### config.mk
export PLATFORM = sky130hd
export DESIGN_NAME = debug_dump_receiver_flat
export DESIGN_NICKNAME = d
export VERILOG_FILES = /design/src/rtl/debug_dump_receiver_if.sv /design/src/rtl/debug_dump_receiver.sv /design/src/flat_wrapper.sv
export SDC_FILE = /design/constraint.sdc
export NUM_CORES = 1
export LEC_CHECK = 0
export ABC_AREA = 1
export CAP_MARGIN = 15
export CORE_MARGIN = 2
export CORE_UTILIZATION = 45
export DETAILED_ROUTE_END_ITERATION = 6
export PLACE_DENSITY = 0.71
export SYNTH_ARGS = -nofsm -noshare
export SYNTH_HDL_FRONTEND = slang
export SYNTH_SLANG_ARGS = --single-unit
### constraint.sdc
create_clock -name clock -period 3.1 [get_ports clock]
set_input_delay 0.465 -clock clock [delete_from_list [all_inputs] [get_ports clock]]
set_output_delay 0.465 -clock clock [all_outputs]
set_load 0.005 [all_outputs]
### src/rtl/debug_dump_receiver_if.sv
`default_nettype none
// ----------------------------------------------------------------------------
// debug_dump_receiver_if : TX command FIFO and RX dump FIFO handshake bundle
// Revision: 1.0
// ----------------------------------------------------------------------------
interface debug_dump_receiver_if;
  logic       txFull;
  logic       txWrite;
  logic [7:0] txData;
  logic       rxDataAvailable;
  logic [7:0] rxData;
  logic       rxRead;

  modport master (
    input  txFull, rxDataAvailable, rxData,
    output txWrite, txData, rxRead
  );

  modport slave (
    output txFull, rxDataAvailable, rxData,
    input  txWrite, txData, rxRead
  );
endinterface
`default_nettype wire

### src/rtl/debug_dump_receiver.sv
`default_nettype none
// ----------------------------------------------------------------------------
// debug_dump_receiver : issues debug commands and captures the returned dump
// Revision: 1.0
// ----------------------------------------------------------------------------
module debug_dump_receiver #(
  parameter int FRAME_BYTES    = 95,
  parameter int TIMEOUT_CYCLES = 1000000,
  parameter int CNT_W          = 7
) (
  input  wire logic               clock,
  input  wire logic               reset,
  input  wire logic               i_cmdStart,
  input  wire logic [1:0]         i_cmdCode,
  input  wire logic               i_abort,
  debug_dump_receiver_if.master   bus,
  input  wire logic [CNT_W-1:0]   i_rdAddr,
  output logic      [7:0]         o_rdData,
  output logic      [CNT_W-1:0]   o_byteCount,
  output logic                    o_busy,
  output logic                    o_frameValid,
  output logic                    o_timeoutErr
);

  localparam int               c_tmo_w    = (TIMEOUT_CYCLES > 2) ? $clog2(TIMEOUT_CYCLES) : 1;
  localparam logic [c_tmo_w-1:0] c_tmo_last = c_tmo_w'(TIMEOUT_CYCLES - 1);
  localparam logic [CNT_W-1:0] c_frame    = CNT_W'(FRAME_BYTES);
  localparam logic [CNT_W-1:0] c_last_idx = CNT_W'(FRAME_BYTES - 1);

  typedef enum logic [1:0] {
    S_IDLE     = 2'd0,
    S_SEND_CMD = 2'd1,
    S_RECV     = 2'd2,
    S_DONE     = 2'd3
  } state_t;

  state_t               r_state;
  state_t               w_next;
  logic [1:0]           r_code;
  logic [CNT_W-1:0]     r_byteCount;
  logic [c_tmo_w-1:0]   r_tmo;
  logic                 r_frameValid;
  logic                 r_timeoutErr;
  logic [7:0]           r_rdData;
  logic [7:0]           r_buf [FRAME_BYTES];

  logic w_start;
  logic w_accept;
  logic w_last;
  logic w_tmo_hit;

  assign w_start   = (r_state == S_IDLE) && i_cmdStart && (i_cmdCode != 2'd3);
  assign w_accept  = (r_state == S_RECV) && !i_abort && bus.rxDataAvailable;
  assign w_last    = w_accept && (r_byteCount == c_last_idx);
  // Timeout is armed only after the first byte; the wait for it is unbounded.
  assign w_tmo_hit = (r_state == S_RECV) && !i_abort && !w_accept &&
                     (r_byteCount != '0) && (r_tmo == c_tmo_last);

  always_ff @(posedge clock) begin
    if (reset) begin
      r_state <= S_IDLE;
    end else begin
      r_state <= w_next;
    end
  end

  always_comb begin
    w_next      = r_state;
    bus.txWrite = 1'b0;
    bus.txData  = 8'h00;
    bus.rxRead  = 1'b0;
    unique case (r_state)
      S_IDLE: begin
        if (w_start) w_next = S_SEND_CMD;
      end
      S_SEND_CMD: begin
        case (r_code)
          2'd0:    bus.txData = 8'h63;
          2'd1:    bus.txData = 8'h73;
          default: bus.txData = 8'h6E;
        endcase
        if (i_abort) begin
          w_next = S_IDLE;
        end else if (!bus.txFull) begin
          bus.txWrite = 1'b1;
          w_next      = (r_code == 2'd1) ? S_IDLE : S_RECV;
        end
      end
      S_RECV: begin
        bus.rxRead = w_accept;
        if (i_abort)        w_next = S_IDLE;
        else if (w_last)    w_next = S_DONE;
        else if (w_tmo_hit) w_next = S_IDLE;
      end
      S_DONE: begin
        w_next = S_IDLE;
      end
      default: w_next = S_IDLE;
    endcase
  end

  always_ff @(posedge clock) begin
    if (reset) begin
      r_code       <= 2'd0;
      r_byteCount  <= '0;
      r_tmo        <= '0;
      r_frameValid <= 1'b0;
      r_timeoutErr <= 1'b0;
      r_rdData     <= 8'h00;
    end else begin
      if (w_start) begin
        r_code       <= i_cmdCode;
        r_byteCount  <= '0;
        r_frameValid <= 1'b0;
        r_timeoutErr <= 1'b0;
      end
      if (w_accept) r_byteCount <= r_byteCount + 1'b1;
      if (w_last)    r_frameValid <= 1'b1;
      if (w_tmo_hit) r_timeoutErr <= 1'b1;

      if (w_accept || w_tmo_hit || (r_state != S_RECV) || (r_byteCount == '0)) begin
        r_tmo <= '0;
      end else begin
        r_tmo <= r_tmo + 1'b1;
      end

      r_rdData <= (i_rdAddr < c_frame) ? r_buf[i_rdAddr] : 8'h00;
    end
  end

  // Frame buffer is deliberately not reset; a read racing a write sees old data.
  always_ff @(posedge clock) begin
    if (w_accept) r_buf[r_byteCount] <= bus.rxData;
  end

  assign o_rdData     = r_rdData;
  assign o_byteCount  = r_byteCount;
  assign o_busy       = (r_state != S_IDLE);
  assign o_frameValid = r_frameValid;
  assign o_timeoutErr = r_timeoutErr;

endmodule
`default_nettype wire

### src/flat_wrapper.sv
// flat-port wrapper written by rule: the top's interface ports become plain ports
module debug_dump_receiver_flat 
#(
  parameter int FRAME_BYTES    = 95,
  parameter int TIMEOUT_CYCLES = 1000000,
  parameter int CNT_W          = 7
)
  (clock, reset, i_cmdStart, i_cmdCode, i_abort, i_rdAddr, o_rdData, o_byteCount, o_busy, o_frameValid, o_timeoutErr, bus_txFull, bus_rxDataAvailable, bus_rxData, bus_txWrite, bus_txData, bus_rxRead);
  debug_dump_receiver_if bus_i ();
  input  wire logic clock;
  input  wire logic reset;
  input  wire logic i_cmdStart;
  input  wire logic [1:0] i_cmdCode;
  input  wire logic i_abort;
  input  wire logic [CNT_W-1:0] i_rdAddr;
  output logic      [7:0] o_rdData;
  output logic      [CNT_W-1:0] o_byteCount;
  output logic o_busy;
  output logic o_frameValid;
  output logic o_timeoutErr;
  input wire logic [$bits(bus_i.txFull)-1:0] bus_txFull;
  input wire logic [$bits(bus_i.rxDataAvailable)-1:0] bus_rxDataAvailable;
  input wire logic [$bits(bus_i.rxData)-1:0] bus_rxData;
  output wire logic [$bits(bus_i.txWrite)-1:0] bus_txWrite;
  output wire logic [$bits(bus_i.txData)-1:0] bus_txData;
  output wire logic [$bits(bus_i.rxRead)-1:0] bus_rxRead;
  assign bus_i.txFull = bus_txFull;
  assign bus_i.rxDataAvailable = bus_rxDataAvailable;
  assign bus_i.rxData = bus_rxData;
  assign bus_txWrite = bus_i.txWrite;
  assign bus_txData = bus_i.txData;
  assign bus_rxRead = bus_i.rxRead;
  debug_dump_receiver #(.FRAME_BYTES(FRAME_BYTES), .TIMEOUT_CYCLES(TIMEOUT_CYCLES), .CNT_W(CNT_W)) u_core (.clock(clock), .reset(reset), .i_cmdStart(i_cmdStart), .i_cmdCode(i_cmdCode), .i_abort(i_abort), .bus(bus_i), .i_rdAddr(i_rdAddr), .o_rdData(o_rdData), .o_byteCount(o_byteCount), .o_busy(o_busy), .o_frameValid(o_frameValid), .o_timeoutErr(o_timeoutErr));
endmodule
==> results.md <==
* Total track usage at 21.6%
* Setup ws final at 0.472 ns
* Clock Pin Slew Worst Setup and Hold Paths at 0.06 ns
* Initial antenna violation count at 3
* Combinational power share at 5.5%
* Post-layout minimum cycle time at 2.63 ns
* Worst-skew pair later-pin latency at 0.62 ns
* I/O Pins at 51
* WP buf/inv at 3
* DR vias/cell at around 5.4
* Sequential-to-total area share from yosys stat at 70.9%
* Die Ht at around 280 um
* EDFF count, synth at 760
* Period utilisation layout at 84.8%
* Endpoints failing hold at 0
* PortBufs at 49
* Reg-to-reg endpoint: u_core.r_buf[79][0]
* Nets at 3172
* Syn Inst Count at 3035
* Syn Std Cell Area at between 0.03 and 0.04 mm^2
* Commonest register cell after synthesis: edfxtp_1
* Internal Power at 18.1 mW
* Largest net degree at the start of global routing at ~110
* Hold Crit Depth at 1
* Mapped Nets at approximately 3100
* Worst VDD drop at 362 uV
* Max Cap Viol at 0
* Post-synth top area share at between 60% and 70%
* First-pass GRT wire length at 127000 um
* Final cell utilization of the core at ~52%
* Postcts setup bufs at 0
* # clock sinks at between 800 and 900
* Starting Density at 45.6%
* Synth area leaders: edfxtp_1, nand2_1, nand3_1
* CTS Buf Count at 82
* Multiplexer area fraction after synthesis at 0%
* DR WL/cell at 20.0 um
* Hold_sp: bus_rxData[4]
* CP Class: flop to output port
* CTS tree: yes
* Root buffer cell: clkbuf_16
* Switch Pwr at 4.95 mW
* Cts repair resizes at 0
* Largest area contributor in the synthesized netlist: edfxtp_1
* Die X at 276 um
* Vias in the first global route at 21900
* Iteration count of the initial detailed-routing pass at 7
* Die area at 0.0764 mm^2
* HP Class: input port to flop
* Core ar. at roughly 0.073 mm^2
* Fillers at 6163
* Htree depth at 3
* Post-DRT Antenna Nets at 0
* Post-synthesis area per instance at 11.0 um^2
* WHS at around 0.3 ns
* Hold Path End: u_core.r_buf[34][4]
* Kind of cell adding the most delay to the critical path: buffers and inverters
* R2R depth at 6
* Power share of the clock group at about 43%
* Switching part of the total at 21.5%
* Pleak at roughly 14 nW
* Clk buf depth at 3
* DRC at 0
* Post-synthesis adder-cell area fraction at 0.150%
* Clock skew at between 0.015 and 0.02 ns
* Largest family of logic cells by synthesized area: simple AND/OR/NAND/NOR gates
* Fraction of registers with async set/reset at 0%
* Post-Synth Simple-Gate Area at a little under a fifth
* Register bit total from synthesis at 801
* Routability congestion estimate at 0.903
* Critical path fanouts, max at 6
* Setup TNS at 0 ns
* Worst EP required at 2.63 ns
* Worst-path cell chain: inv_1 -> nor2_1 -> inv_1 -> nor3_1 -> clkdlybuf4s50_1
* Final setup viols at 0
* Synth warn at 0
* Overall Power at 23.0 mW
* RSZ-0062 raised after global routing: false
* Reg2Reg Setup Slack at ~0.69 ns
* Vias at 22600
* Slowest library cell on the worst path: clkdlybuf4s50_1
* Stages on the worst setup path at 5
* Worst slew pin tran at 0.891 ns
* Pre-CTS WS at 0.126 ns
* Post-synthesis compound-gate area fraction at 4.92%
* Routed WL at 83200 um
* Cts hold-fix bufs at 0
* R2R Path Start: u_core.r_state[1]
* Relative slew slack at 40.5%
* Peak Freq at ~380 MHz
* DRT iter0 DRCs at roughly 2700
* Power density over cell area at 602 mW/mm^2
* Sequential share of power at 51.5%
* WP data arrival at between 2 and 2.5 ns
* Slowest stage delay, CP at 0.53 ns
* Outcome: finished clean
* Layout cell share with drive strength beyond 1 at between 8 and 9%
* Most used cell, CP: inv_1
* Synth Area in XOR/XNOR at 0.210%
* CP endpoint kind: output port
* Crit path launch type: flop
* Global route overflow at 0
* Placed wire-length estimate at 48900 um
* Final Slew Violations at 0
* Number of antenna diodes at 0
* Synth unique cells at 34
* Num rows at 99
* Synth-to-layout area growth at 14.6%
-- placed cells by master (no fill, tap or decap), types with 21 or more instances in the layout --
master,n
nor2_1,384
buf_4,136
nand2_1,820
clkbuf_16,87
inv_1,203
nand3_1,320
clkdlybuf4s50_1,38
a21oi_1,69
edfxtp_1,760
o21ai_0,114
buf_12,22
dfxtp_1,41
o211ai_1,61
clkinv_1,21
o21ai_1,29
-- routing by layer --
metal / part of all wire [%] / track usage [%]
met5: 0.038 / 0
met4: 2.6 / 6.66
met3: 9.9 / 4.00
met2: 47 / 34.9
met1: 41 / 29.8
-- cells by family after synthesis --
group / after synthesis
other: 1
adders and majority gates: 4
DFF: 801
AOI/OAI and AO/OA: 290
and+or+nand+nor: 1551
xor gates and xnor gates: 8
buffers and inverters: 380
-- registers in the layout, indices dropped and copies added, names as in the netlist --
register and flops:
u_core.o_byteCount 7, u_core.o_frameValid 1, u_core.o_rdData 8, u_core.o_timeoutErr 1
u_core.r_buf 760, u_core.r_code 2, u_core.r_state 2, u_core.r_tmo 20
-- metrics by stage --
| step | std cells | instance area (um^2) |
|---|---|---|
| finish | 4170 | 38300 |
| global route | 4170 | 38300 |
| CTS | 4170 | 38300 |
| detailed placement | 4020 | 35500 |
| global placement | 4020 | 35500 |
| floorplan | 3035 | 33400 |
-- power groups by stage --
stage / Combinational, mW / Sequential, mW / Clock [mW]
after floorplan: 0.689 / 12.1 / 0
after global placement: 1.23 / 12.1 / 0
after detailed placement: 1.25 / 12.1 / 0
after CTS: 1.26 / 11.9 / 9.99
after global routing: 1.38 / 11.9 / 10.4
final: 1.27 / 11.9 / 9.89
-- layout make-up --
cell class	instances	area [um^2]	area share, %
inverter	207	787	2.06
clock buffer	105	2290	6.00
sequential	801	23600	61.8
timing repair buffer	199	1870	4.90
tap	959	1200	3.14
multi-input combinational	1854	8040	21.0
clock inverter	45	413	1.08
-- worst reg2reg max path, cell delays in order, from the launching register on --
cell and delay [ns]:
dfxtp_1 0.38, nand3_1 0.16, nor2_1 0.16, nand2_1 0.10
nor2_1 0.14, inv_1 0.41, nor2_1 0.70
-- cell usage after synthesis (13+ instances only) --
cell      number
dfxtp_1       41
o21ai_0      114
inv_1        204
edfxtp_1     760
buf_2         75
buf_1         13
o211ai_1      61
clkbuf_1      54
nor3_1        13
nand3_1      320
a21oi_1       69
nor2_1       384
buf_4         19
nand2_1      820
o21ai_1       29
-- worst max-delay path by stage --
stage / slack (ns) / endpoint / startpoint
after floorplan: 0.98 / u_core.r_buf[15][0] / i_abort
after global placement: 0.19 / u_core.r_buf[7][6] / i_abort
after detailed placement: 0.13 / u_core.r_buf[79][5] / i_abort
after CTS: 0.45 / bus_txData[3] / u_core.r_state[0]
after global routing: 0.33 / bus_txData[3] / u_core.r_state[0]
final: 0.47 / bus_txWrite / u_core.r_state[0]
No activity file was read; power rests on OpenSTA's default activity.
